`config.mk`:
```
export PLATFORM = sky130hd
export DESIGN_NAME = xbus_uart_flat
export DESIGN_NICKNAME = d
export VERILOG_FILES = /design/src/rtl/xbus_uart_pkg.sv /design/src/rtl/xbus_uart_if.sv /design/src/rtl/xbus_uart_fifo.sv /design/src/rtl/xbus_uart.sv /design/src/flat_wrapper.sv
export SDC_FILE = /design/constraint.sdc
export NUM_CORES = 1
export LEC_CHECK = 0
export ABC_AREA = 1
export CAP_MARGIN = 20
export CORE_MARGIN = 2
export CORE_UTILIZATION = 35
export CTS_CLUSTER_SIZE = 12
export DETAILED_ROUTE_END_ITERATION = 16
export PLACE_DENSITY = 0.71
export SLEW_MARGIN = 20
export SYNTH_ARGS = -nofsm -noshare
export SYNTH_HDL_FRONTEND = slang
export SYNTH_SLANG_ARGS = --single-unit
```
`constraint.sdc`:
```
create_clock -name clk -period 4.4 [get_ports clk]
set_clock_uncertainty 0.2 [all_clocks]
set_input_delay 1.1 -clock clk [delete_from_list [all_inputs] [get_ports clk]]
set_output_delay 1.1 -clock clk [all_outputs]
set_load 0.05 [all_outputs]
```
`src/rtl/xbus_uart_pkg.sv`:
```
// Shared xbus constants for the UART slot: slave indices, register offsets,
// STATUS bit positions and the TX/RX state encodings.
package xbus_uart_pkg;

  localparam int NSLAVES  = 2;
  localparam int SLV_RAM  = 0;
  localparam int SLV_UART = 1;

  localparam logic [1:0] REG_TXDATA = 2'd0;
  localparam logic [1:0] REG_STATUS = 2'd1;
  localparam logic [1:0] REG_RXDATA = 2'd2;
  localparam logic [1:0] REG_RSVD   = 2'd3;

  localparam int ST_TX_FULL  = 0;
  localparam int ST_TX_EMPTY = 1;
  localparam int ST_TX_BUSY  = 2;
  localparam int ST_RX_VALID = 3;
  localparam int ST_OVERFLOW = 4;

  typedef enum logic [1:0] {TX_IDLE, TX_START, TX_DATA, TX_STOP} tx_state_t;
  typedef enum logic [1:0] {RX_IDLE, RX_START, RX_DATA, RX_STOP} rx_state_t;

endpackage

```
`src/rtl/xbus_uart_if.sv`:
```
// xbus responder-side signal bundle; the core drives it through the master modport.
interface xbus_uart_if;
  logic        cs;
  logic        we;
  logic [3:0]  be;
  logic [31:0] addr;
  logic [31:0] wdata;
  logic [31:0] rdata;

  modport master (output cs, we, be, addr, wdata, input rdata);
  modport slave  (input cs, we, be, addr, wdata, output rdata);
endinterface

```
`src/rtl/xbus_uart_fifo.sv`:
```
// Synchronous FIFO with extra-MSB pointers; a push into a full FIFO is still
// accepted when a pop happens on the same clock.
module xbus_uart_fifo #(
  parameter int DATA_W = 8,
  parameter int DEPTH  = 8
) (
  input  logic              clk,
  input  logic              rst,
  input  logic              push,
  input  logic [DATA_W-1:0] din,
  input  logic              pop,
  output logic              full,
  output logic              empty,
  output logic [DATA_W-1:0] dout
);
  localparam int AW = $clog2(DEPTH);

  logic [AW:0]       wr_ptr, rd_ptr;
  logic [DATA_W-1:0] mem [DEPTH];
  logic              do_push, do_pop;

  assign empty   = (wr_ptr == rd_ptr);
  assign full    = (wr_ptr[AW] != rd_ptr[AW]) && (wr_ptr[AW-1:0] == rd_ptr[AW-1:0]);
  assign do_pop  = pop && !empty;
  assign do_push = push && (!full || do_pop);
  assign dout    = mem[rd_ptr[AW-1:0]];

  always_ff @(posedge clk) begin
    if (rst) begin
      wr_ptr <= '0;
      rd_ptr <= '0;
    end else begin
      if (do_push) wr_ptr <= wr_ptr + 1'b1;
      if (do_pop)  rd_ptr <= rd_ptr + 1'b1;
    end
  end

  always_ff @(posedge clk) begin
    if (do_push) mem[wr_ptr[AW-1:0]] <= din;
  end

endmodule

```
`src/rtl/xbus_uart.sv`:
```
// Memory-mapped 8N1 UART on xbus (slave 1): TX FIFO + serializer, STATUS polling.
// Optional receiver enabled by defining XBUS_UART_RX_EN.
module xbus_uart
  import xbus_uart_pkg::*;
#(
  parameter int CLK_DIV    = 16,
  parameter int FIFO_DEPTH = 8
) (
  input  logic        clk,
  input  logic        rst,
  xbus_uart_if.slave  xbus,
  output logic        uart_tx
`ifdef XBUS_UART_RX_EN
  ,
  input  logic        uart_rx
`endif
);
  localparam int              CNT_W     = (CLK_DIV > 2) ? $clog2(CLK_DIV) : 1;
  localparam logic [CNT_W-1:0] BAUD_LAST = CNT_W'(CLK_DIV - 1);

  tx_state_t        tx_state;
  logic [CNT_W-1:0] baud_cnt;
  logic [2:0]       bit_cnt;
  logic [7:0]       shift_q;
  logic             overflow;
  logic             fifo_full, fifo_empty, fifo_pop;
  logic [7:0]       fifo_dout;
  logic [1:0]       reg_sel;
  logic             wr_tx, wr_stat_clr, tx_drop;
  logic             rx_valid, rx_ovf_set;
  logic [7:0]       rx_byte;
  logic             unused_bus;

  assign reg_sel     = xbus.addr[3:2];
  assign wr_tx       = xbus.cs && xbus.we && xbus.be[0] && (reg_sel == REG_TXDATA);
  assign wr_stat_clr = xbus.cs && xbus.we && xbus.be[0] && (reg_sel == REG_STATUS)
                       && xbus.wdata[ST_OVERFLOW];
  assign fifo_pop    = (tx_state == TX_IDLE) && !fifo_empty;
  assign tx_drop     = wr_tx && fifo_full && !fifo_pop;
  assign unused_bus  = ^{xbus.addr[31:4], xbus.addr[1:0], xbus.wdata[31:8], xbus.be[3:1]};

  xbus_uart_fifo #(.DATA_W(8), .DEPTH(FIFO_DEPTH)) u_fifo (
    .clk   (clk),
    .rst   (rst),
    .push  (wr_tx),
    .din   (xbus.wdata[7:0]),
    .pop   (fifo_pop),
    .full  (fifo_full),
    .empty (fifo_empty),
    .dout  (fifo_dout)
  );

  // uart_tx is loaded with the level of the state being entered, so it is glitch-free.
  always_ff @(posedge clk) begin
    if (rst) begin
      tx_state <= TX_IDLE;
      uart_tx  <= 1'b1;
      baud_cnt <= '0;
      bit_cnt  <= '0;
    end else begin
      case (tx_state)
        TX_IDLE: begin
          uart_tx <= 1'b1;
          if (!fifo_empty) begin
            shift_q  <= fifo_dout;
            baud_cnt <= '0;
            uart_tx  <= 1'b0;
            tx_state <= TX_START;
          end
        end
        TX_START: begin
          if (baud_cnt == BAUD_LAST) begin
            baud_cnt <= '0;
            bit_cnt  <= '0;
            uart_tx  <= shift_q[0];
            tx_state <= TX_DATA;
          end else begin
            baud_cnt <= baud_cnt + 1'b1;
          end
        end
        TX_DATA: begin
          if (baud_cnt == BAUD_LAST) begin
            baud_cnt <= '0;
            if (bit_cnt == 3'd7) begin
              uart_tx  <= 1'b1;
              tx_state <= TX_STOP;
            end else begin
              shift_q <= {1'b0, shift_q[7:1]};
              uart_tx <= shift_q[1];
              bit_cnt <= bit_cnt + 1'b1;
            end
          end else begin
            baud_cnt <= baud_cnt + 1'b1;
          end
        end
        TX_STOP: begin
          if (baud_cnt == BAUD_LAST) begin
            baud_cnt <= '0;
            tx_state <= TX_IDLE;
          end else begin
            baud_cnt <= baud_cnt + 1'b1;
          end
        end
        default: tx_state <= TX_IDLE;
      endcase
    end
  end

  // Setting wins over a software clear landing on the same clock.
  always_ff @(posedge clk) begin
    if (rst)                         overflow <= 1'b0;
    else if (tx_drop || rx_ovf_set)  overflow <= 1'b1;
    else if (wr_stat_clr)            overflow <= 1'b0;
  end

`ifdef XBUS_UART_RX_EN
  localparam logic [CNT_W-1:0] BAUD_HALF = CNT_W'(CLK_DIV / 2 - 1);

  rx_state_t        rx_state;
  logic             rx_s1, rx_s2, rx_s3;
  logic [CNT_W-1:0] rx_cnt;
  logic [2:0]       rx_bit;
  logic [7:0]       rx_shift;
  logic             rd_rx, rx_done;

  assign rd_rx      = xbus.cs && !xbus.we && (reg_sel == REG_RXDATA);
  assign rx_done    = (rx_state == RX_STOP) && (rx_cnt == BAUD_LAST) && rx_s2;
  assign rx_ovf_set = rx_done && rx_valid && !rd_rx;

  // rx_s3 is the previous synchronized level, used only for start-edge detection.
  always_ff @(posedge clk) begin
    if (rst) begin
      rx_s1    <= 1'b1;
      rx_s2    <= 1'b1;
      rx_s3    <= 1'b1;
      rx_state <= RX_IDLE;
      rx_cnt   <= '0;
      rx_bit   <= '0;
      rx_valid <= 1'b0;
    end else begin
      rx_s1 <= uart_rx;
      rx_s2 <= rx_s1;
      rx_s3 <= rx_s2;
      if (rx_done) begin
        rx_byte  <= rx_shift;
        rx_valid <= 1'b1;
      end else if (rd_rx) begin
        rx_valid <= 1'b0;
      end
      case (rx_state)
        RX_IDLE: begin
          if (!rx_s2 && rx_s3) begin
            rx_cnt   <= '0;
            rx_state <= RX_START;
          end
        end
        RX_START: begin
          if (rx_cnt == BAUD_HALF) begin
            rx_cnt   <= '0;
            rx_bit   <= '0;
            rx_state <= rx_s2 ? RX_IDLE : RX_DATA;
          end else begin
            rx_cnt <= rx_cnt + 1'b1;
          end
        end
        RX_DATA: begin
          if (rx_cnt == BAUD_LAST) begin
            rx_cnt   <= '0;
            rx_shift <= {rx_s2, rx_shift[7:1]};
            if (rx_bit == 3'd7) rx_state <= RX_STOP;
            else                rx_bit   <= rx_bit + 1'b1;
          end else begin
            rx_cnt <= rx_cnt + 1'b1;
          end
        end
        RX_STOP: begin
          if (rx_cnt == BAUD_LAST) begin
            rx_cnt   <= '0;
            rx_state <= RX_IDLE;
          end else begin
            rx_cnt <= rx_cnt + 1'b1;
          end
        end
        default: rx_state <= RX_IDLE;
      endcase
    end
  end
`else
  assign rx_valid   = 1'b0;
  assign rx_byte    = '0;
  assign rx_ovf_set = 1'b0;
`endif

  always_comb begin
    xbus.rdata = '0;
    if (xbus.cs) begin
      case (reg_sel)
        REG_STATUS: begin
          xbus.rdata[ST_TX_FULL]  = fifo_full;
          xbus.rdata[ST_TX_EMPTY] = fifo_empty;
          xbus.rdata[ST_TX_BUSY]  = (tx_state != TX_IDLE);
          xbus.rdata[ST_RX_VALID] = rx_valid;
          xbus.rdata[ST_OVERFLOW] = overflow;
        end
        REG_RXDATA: xbus.rdata[7:0] = rx_byte;
        default: ;
      endcase
    end
  end

endmodule

```
`src/flat_wrapper.sv`:
```
// flat-port wrapper written by rule: the top's interface ports become plain ports
module xbus_uart_flat import xbus_uart_pkg::*;
#(
  parameter int CLK_DIV    = 16,
  parameter int FIFO_DEPTH = 8
)
  (clk, rst, uart_tx, xbus_cs, xbus_we, xbus_be, xbus_addr, xbus_wdata, xbus_rdata);
  xbus_uart_if xbus_i ();
  input  logic clk;
  input  logic rst;
  output logic uart_tx;
  input wire logic [$bits(xbus_i.cs)-1:0] xbus_cs;
  input wire logic [$bits(xbus_i.we)-1:0] xbus_we;
  input wire logic [$bits(xbus_i.be)-1:0] xbus_be;
  input wire logic [$bits(xbus_i.addr)-1:0] xbus_addr;
  input wire logic [$bits(xbus_i.wdata)-1:0] xbus_wdata;
  output wire logic [$bits(xbus_i.rdata)-1:0] xbus_rdata;
  assign xbus_i.cs = xbus_cs;
  assign xbus_i.we = xbus_we;
  assign xbus_i.be = xbus_be;
  assign xbus_i.addr = xbus_addr;
  assign xbus_i.wdata = xbus_wdata;
  assign xbus_rdata = xbus_i.rdata;
  xbus_uart #(.CLK_DIV(CLK_DIV), .FIFO_DEPTH(FIFO_DEPTH)) u_core (.clk(clk), .rst(rst), .xbus(xbus_i), .uart_tx(uart_tx));
endmodule
```
==> qor.csv, run 1 <==
metric;value;unit
status;finished, final reports clean;
GRT Util Overall;0.126;
Filler Cell Count;1126;
Post-Syn Area;4330;um2
reg-to-reg endpoint;u_core.shift_q[1]$_DFFE_PP_;
Residual DRC;0;
DR WL/cell;12.7;um
minimum clock period;3.53;ns
register area;2600;um2
CP Launch Type;primary input;
vias per inst;4.60;
Post-CTS Hold Fix Bufs;0;
unrepaired setup endpoints after global routing;false;
Pwr per Cell Area;553;nW/um2
hpwl dp;5140;um
Clock transition at path regs;0.06;ns
share of layout cells above drive strength 1;0.106;
number of global-route vias before repair;2606;
top cell type's share of synthesized area;0.499;
Slew Limit Fails;0;
leading area contributor after synthesis;edfxtp_1;
CTS tree;yes;
number of synthesized flops with an enable pin;72;
ranking of synthesized cells by area;edfxtp_1, dfxtp_1, nor2_1, nand2_1, buf_4;
Synth Flop Type;edfxtp_1;
CP Max Fanout;4;
worst hold start;u_core.u_fifo.wr_ptr[3]$_SDFFE_PP0P_;
clk root buf;clkbuf_16;
Die ar.;13300;um2
area delta synth->final;13.5;%
Final Non-Filler Cells;620;
MaxCap Viol Count;0;
Multi-input gate area;1460;um2
most frequent cell after synthesis;nor2_1;
fin crit share;0.802;
Vias;2849;
Synth cell types;31;
pin count of the biggest net entering global routing;34;
Hold Path End;u_core.u_fifo.wr_ptr[3]$_SDFFE_PP0P_;
final setup vio count;0;
# Post-CTS Setup Buffers;0;
Worst Max-Slew Pin Slew;1.05;ns
DP Cell Count;604;
initial antenna violation count;0;
Leak;0.00183;uW
Synth Area in Adders;0.0289;
relative slew slack;0.298;
Die Span X;115;um
post-route ant nets;0;
Clk Latency, worst-skew pair;0.34;ns
hold crit path type;reg2reg;
worst reg2reg path depth;6;
# clock sinks;94;
main combinational cell family by area after synthesis;simple AND/OR/NAND/NOR gates;
share of the yosys chip area belonging to registers;0.600;
Synth Area in XOR/XNOR;0.0121;
Req. time, crit path;3.10;ns
register bit total from synthesis;94;
Post-Synth Simple-Gate Area;0.180;
Detailed Routing Iterations Pass 1;4;
Total Routed Length;7870;um
Mean Syn Cell Area;10.2;um2
total grt overflow;0;
setup tns final;0;ns
die height;115;um
cell depth of the worst hold path;2;
Worst R2R Setup Slack;2.02;ns
CTS buffer count;9;
CTS resizes;0;
first-pass GRT wire length;12700;um
FP Rows;40;
gpl congestion;0.787;
n_diodes;0;
Final Hold Vio Count;0;
number of H-tree levels;3;
post-synthesis mux area share;0;
layout net count;529;
Port Buffer Count;19;
crit end category;output pin;
post-synthesis compound-gate area fraction;0.0912;
warnings from Yosys;0;
Core Footprint;12100;um2
worst setup path class;in2out;
worst vdd ir;0.304;mV
CP arrival;2.23;ns
Final Power;2720;uW
RR Startpoint;u_core.tx_state[0]$_SDFFE_PP0P_;
fraction of registers with async set/reset;0;
DRT iter0 DRCs;165;
# IOs;105;
Initial Util;0.359;
Max Freq;283;MHz
Max Buffers Root-to-Sink;2;
Syn Inst Count;423;
commonest cells in the netlist;nor2_1, edfxtp_1, nand2_1;
[report_power, final]
| part | switching [uW] | internal [uW] | leakage, uW | total, uW |
|---|---|---|---|---|
| Combinational | 554 | 266 | 0.000854 | 820 |
| Sequential | 83.3 | 1060 | 0.000829 | 1140 |
| Clock | 317 | 444 | 0.000143 | 761 |
[cells by family (layout without fill, tap and decap cells)]
| kind of cell | count (synthesis) | in the layout |
|---|---|---|
| compound gates | 70 | 70 |
| xor+xnor | 6 | 6 |
| fa+ha+maj | 10 | 10 |
| buf+inv | 70 | 72 |
| flops | 94 | 94 |
| other cells | 1 | 28 |
| simple gates | 172 | 172 |
[registers in the layout, indices dropped and copies added (netlist names), named ones only]
register	count
u_core.overflow	1
u_core.u_fifo.mem	64
u_core.tx_state	2
u_core.uart_tx	1
u_core.baud_cnt	4
u_core.shift_q	8
u_core.u_fifo.rd_ptr	4
u_core.bit_cnt	3
u_core.u_fifo.wr_ptr	4
[worst max-delay path, stage by stage]
cell,delay [ns]
clkdlybuf4s50_1,0.50
inv_1,0.05
nor2_1,0.13
nand2_1,0.12
nor2_1,0.12
buf_4,0.21
[per-layer routing]
| layer | vias up | GRT usage | share of wire | wire length [um] |
|---|---|---|---|---|
| li1 | 1426 | - | - | - |
| met5 | - | 0 | 0 | 0 |
| met2 | 60 | 0.216 | 0.49 | 3870 |
| met3 | 10 | 0.0332 | 0.037 | 293 |
| met4 | 0 | 0.0482 | 0.015 | 119 |
| met1 | 1353 | 0.152 | 0.46 | 3590 |
[how the worst max path moves through the flow]
stage,start,endpoint,slack [ns],cells after the start
after global routing,xbus_addr[2],xbus_rdata[0],0.79,6
after CTS,xbus_addr[2],xbus_rdata[0],0.87,6
final,xbus_addr[2],xbus_rdata[0],0.87,6
after floorplan,xbus_addr[2],xbus_rdata[0],1.10,4
after global placement,xbus_addr[2],xbus_rdata[1],0.93,6
after detailed placement,xbus_addr[2],xbus_rdata[0],0.87,6
[stage by stage]
step / util / area, um2 / hold slack, ns / setup slack (ns)
floorplan: - / 4440 / 0.252 / 1.10
global placement: 0.383 / 4620 / 0.264 / 0.928
detailed placement: 0.383 / 4620 / 0.275 / 0.871
CTS: 0.408 / 4920 / 0.284 / 0.871
global route: 0.408 / 4920 / 0.311 / 0.795
finish: 0.408 / 4920 / 0.280 / 0.870
[final cells by class]
type,count,share of cell area
inverter,28,0.0214
timing repair buffer,28,0.0504
tap,168,0.0427
clock inverter,6,0.0140
clock buffer,10,0.0465
sequential,94,0.529
multi-input combinational,286,0.296
[placed cells by master, fill, tap and decap left out, drive strengths merged]
cell,count
edfxtp,72
o21ai,40
nor3,2
xor2,5
xnor2,1
nand2,66
clkinv,2
buf,13
clkbuf,10
nand3,20
clkinvlp,1
clkdlybuf4s50,15
nand4,5
nor2,77
dfxtp,22
ha,10
conb,28
nand3b,1
bufinv,1
inv,30
a21oi,14
o211ai,15
o32ai,1
or2,1
(Power assumes the default switching activity.)
==> inputs of run 2 (changes only) <==
==> constraint.sdc (replaced) <==
create_clock -name clk -period 3.3 [get_ports clk]
set_clock_uncertainty 0.2 [all_clocks]
set_input_delay 0.825 -clock clk [delete_from_list [all_inputs] [get_ports clk]]
set_output_delay 0.825 -clock clk [all_outputs]
set_load 0.05 [all_outputs]
==> qor.csv, run 2 (synthesized netlist as in run 1, its figures left out) <==
metric;value;unit
Slew Limit Fails;0;
RR Startpoint;u_core.tx_state[0]$_SDFFE_PP0P_;
FP Rows;40;
number of global-route vias before repair;2690;
post-route ant nets;0;
CP Max Fanout;4;
register area;2600;um2
Worst Max-Slew Pin Slew;0.575;ns
hold crit path type;reg2reg;
commonest non-fill, non-tap cells in the layout;nor2_1, edfxtp_1, nand2_1;
worst reg2reg path depth;6;
Clock transition at path regs;0.07;ns
Req. time, crit path;2.27;ns
CTS tree;yes;
hpwl dp;5270;um
clk root buf;clkbuf_16;
vias per inst;4.63;
Final Power;3660;uW
n_diodes;0;
minimum clock period;3.01;ns
CTS buffer count;9;
Filler Cell Count;1130;
reg-to-reg endpoint;u_core.shift_q[2]$_DFFE_PP_;
fin area;4990;um2
die height;115;um
Post-CTS Hold Fix Bufs;0;
Post-Place Setup Slack;0.285;ns
Leak;0.00185;uW
slack of the critical path;0.291;ns
gpl congestion;0.816;
Multi-input gate area;1460;um2
# clock sinks;94;
number of flip-flops in the largest register;64;
DRT iter0 DRCs;215;
pin count of the biggest net entering global routing;33;
Max Buffers Root-to-Sink;2;
total grt overflow;0;
# Post-CTS Setup Buffers;0;
Initial Util;0.359;
worst setup path class;in2out;
unrepaired setup endpoints after global routing;false;
Die ar.;13300;um2
Port Buffer Count;19;
Max Freq;332;MHz
first-pass GRT wire length;13300;um
worst vdd ir;0.309;mV
GRT Util Overall;0.131;
DR WL/cell;13.4;um
commonest non-fill, non-tap cell in the layout;nor2_1;
Hold Path End;u_core.overflow$_SDFFE_PP0P_;
Core Footprint;12100;um2
Worst R2R Setup Slack;0.94;ns
# IOs;105;
Residual DRC;0;
relative slew slack;0.617;
CP arrival;1.98;ns
Detailed Routing Iterations Pass 1;4;
Die Span X;115;um
status;finished, final reports clean;
CP Launch Type;primary input;
Total Routed Length;8310;um
initial antenna violation count;0;
layout net count;531;
Placed Area;4680;um2
share of layout cells above drive strength 1;0.115;
worst hold start;u_core.overflow$_SDFFE_PP0P_;
number of H-tree levels;3;
Pwr per Cell Area;733;nW/um2
CTS resizes;0;
Final Hold Vio Count;0;
fin crit share;0.912;
Vias;2882;
crit end category;output pin;
MaxCap Viol Count;0;
final setup vio count;0;
Clk Latency, worst-skew pair;0.34;ns
area delta synth->final;15.2;%
cell depth of the worst hold path;2;
setup tns final;0;ns
## run 2: worst max-delay path: stages
cell,delay (ns)
clkdlybuf4s50_1,0.50
inv_1,0.05
nor2_1,0.11
nand2_1,0.12
nor2_1,0.21
buf_12,0.17
## run 2: stage by stage
| stage | hold WS [ns] | cells | utilization |
|---|---|---|---|
| finish | 0.279 | 622 | 0.414 |
| global route | 0.311 | 622 | 0.414 |
| CTS | 0.282 | 621 | 0.413 |
| detailed placement | 0.272 | 605 | 0.388 |
| global placement | 0.265 | 605 | 0.388 |
| floorplan | 0.252 | 450 | - |
## run 2: layout make-up
class	instances	share of cell area
flip-flops and latches	94	0.521
multi-input cells	286	0.292
repair buffers	30	0.0641
clock buffers	9	0.0451
well taps	168	0.0421
inverters	28	0.0210
clock inverters	7	0.0145
## run 2: how the worst max path moves through the flow
stage                               end  depth (start not counted)         start
after floorplan           xbus_rdata[0]                          4  xbus_addr[2]
after global placement    xbus_rdata[1]                          6  xbus_addr[2]
after detailed placement  xbus_rdata[1]                          6  xbus_addr[2]
after CTS                 xbus_rdata[1]                          6  xbus_addr[2]
after global routing      xbus_rdata[1]                          6  xbus_addr[2]
final                     xbus_rdata[0]                          6  xbus_addr[2]
## run 2: routing by layer
| metal | GRT usage | vias up | routed length (um) | share of wire |
|---|---|---|---|---|
| li1 | - | 1431 | - | - |
| met1 | 0.159 | 1361 | 3640 | 0.44 |
| met2 | 0.227 | 82 | 4190 | 0.50 |
| met3 | 0.0316 | 8 | 399 | 0.048 |
| met4 | 0.0450 | 0 | 88 | 0.011 |
| met5 | 0 | - | 0 | 0 |
## run 2: power by group
part | leakage (uW) | switching (uW) | internal, uW
sequential | 0.000829 | 115 | 1410
combinational | 0.000877 | 753 | 371
clock | 0.000143 | 475 | 534
==> inputs of run 3 (changes only) <==
--- a/config.mk
+++ b/config.mk
@@ -6,7 +6,6 @@
 export NUM_CORES = 1
 export LEC_CHECK = 0
 export ABC_AREA = 1
-export CAP_MARGIN = 20
 export CORE_MARGIN = 2
 export CORE_UTILIZATION = 35
 export CTS_CLUSTER_SIZE = 12
==> qor.csv, run 3 (synthesized netlist as in run 1, its figures left out) <==
metric;value;unit
Filler Cell Count;1133;
post-route ant nets;0;
Vias;2898;
CP arrival;1.98;ns
initial antenna violation count;0;
DP Cell Count;605;
met3 usage;0.0316;
DRT iter0 DRCs;238;
register area;2600;um2
# Post-CTS Setup Buffers;0;
crit path from;xbus_addr[2];
Top cell by count, worst path;nor2_1;
minimum clock period;3.01;ns
FP Rows;40;
vias per inst;4.67;
Detailed Routing Iterations Pass 1;4;
hold crit path type;reg2reg;
worst vdd ir;0.310;mV
met2 usage;0.227;
Clk Latency, worst-skew pair;0.34;ns
n_diodes;0;
share of layout cells above drive strength 1;0.113;
Worst Max-Slew Pin Slew;1.08;ns
first-pass GRT wire length;13300;um
number of H-tree levels;3;
Pwr per Cell Area;733;nW/um2
CP Max Fanout;4;
fin area;4980;um2
MaxCap Viol Count;0;
busiest grt layer;met2;
Clock transition at path regs;0.07;ns
worst setup path class;in2out;
CP Launch Type;primary input;
unrepaired setup endpoints after global routing;false;
WHS;0.279;ns
area delta synth->final;14.9;%
gpl congestion;0.816;
Post-CTS Hold Fix Bufs;0;
Req. time, crit path;2.27;ns
worst hold start;u_core.overflow$_SDFFE_PP0P_;
Total Routed Length;8270;um
GRT Util Overall;0.131;
commonest non-fill, non-tap cell in the layout;nor2_1;
hpwl dp;5270;um
setup tns final;0;ns
RR Startpoint;u_core.tx_state[0]$_SDFFE_PP0P_;
Worst R2R Setup Slack;0.91;ns
Multi-input gate area;1460;um2
Initial Util;0.359;
number of flip-flops in the largest register;64;
Slew Limit Fails;0;
Leak;0.00184;uW
Port Buffer Count;19;
Die ar.;13300;um2
final setup vio count;0;
Die Span X;115;um
total grt overflow;0;
pin count of the biggest net entering global routing;33;
clk root buf;clkbuf_16;
CP Buf/Inv Count;3;
CTS resizes;0;
status;finished, final reports clean;
CP max-delay cell;clkdlybuf4s50_1;
# clock sinks;94;
Max Freq;332;MHz
Max Buffers Root-to-Sink;2;
layout net count;530;
Final Non-Filler Cells;621;
CP delay by family, top;buffers and inverters;
fin crit share;0.912;
number of global-route vias before repair;2690;
DR WL/cell;13.3;um
CTS tree;yes;
# IOs;105;
relative slew slack;0.282;
crit-path cells;clkdlybuf4s50_1 -> inv_1 -> nor2_1 -> nand2_1 -> nor2_1 -> buf_12;
Placed Area;4680;um2
die height;115;um
Core Footprint;12100;um2
GRT met1 Usage;0.159;
Max stage delay on crit path;0.50;ns
CTS buffer count;9;
Residual DRC;0;
crit end category;output pin;
Final Hold Vio Count;0;
commonest non-fill, non-tap cells in the layout;nor2_1, edfxtp_1, nand2_1;
## run 3: changes by cell type in the layout (fill, tap and decap cells not counted)
| cell | previous run | this run |
|---|---|---|
| buf_8 | 1 | 0 |
## run 3: metrics by stage
stage	total power [uW]	setup WS, ns	util
after floorplan	2420	0.555	-
after global routing	3880	0.185	0.413
final	3650	0.291	0.413
after global placement	2620	0.313	0.388
after CTS	3670	0.280	0.413
after detailed placement	2650	0.285	0.388
## run 3: worst paths after layout
check | end | cells after the start
max | xbus_rdata[0] | 6
min | u_core.overflow$_SDFFE_PP0P_ | 2
max reg2reg | u_core.shift_q[3]$_DFFE_PP_ | 6
min reg2reg | u_core.overflow$_SDFFE_PP0P_ | 2
## run 3: routing by layer
| metal | share of wire | vias to the layer above |
|---|---|---|
| met5 | 0 | - |
| met4 | 0.0088 | 0 |
| met3 | 0.049 | 6 |
| met2 | 0.51 | 85 |
| met1 | 0.43 | 1376 |
| li1 | - | 1431 |
## run 3: cell type report
cell class / count / share of cell area
inverter: 28 / 0.0211
clock buffer: 9 / 0.0452
clock inverter: 7 / 0.0146
multi-input combinational: 286 / 0.293
sequential: 94 / 0.523
timing repair buffer: 29 / 0.0613
tap: 168 / 0.0422
## run 3: report_power, final
group	switching [uW]	internal, uW	total (uW)
Combinational	751	359	1110
Sequential	114	1410	1530
Clock	475	534	1010
Total	1340	2310	3650
## run 3: worst min-delay path: stages, from the launching register on
cell and delay (ns):
dfxtp_1 0.31, o21ai_0 0.07, a21oi_1 0.06
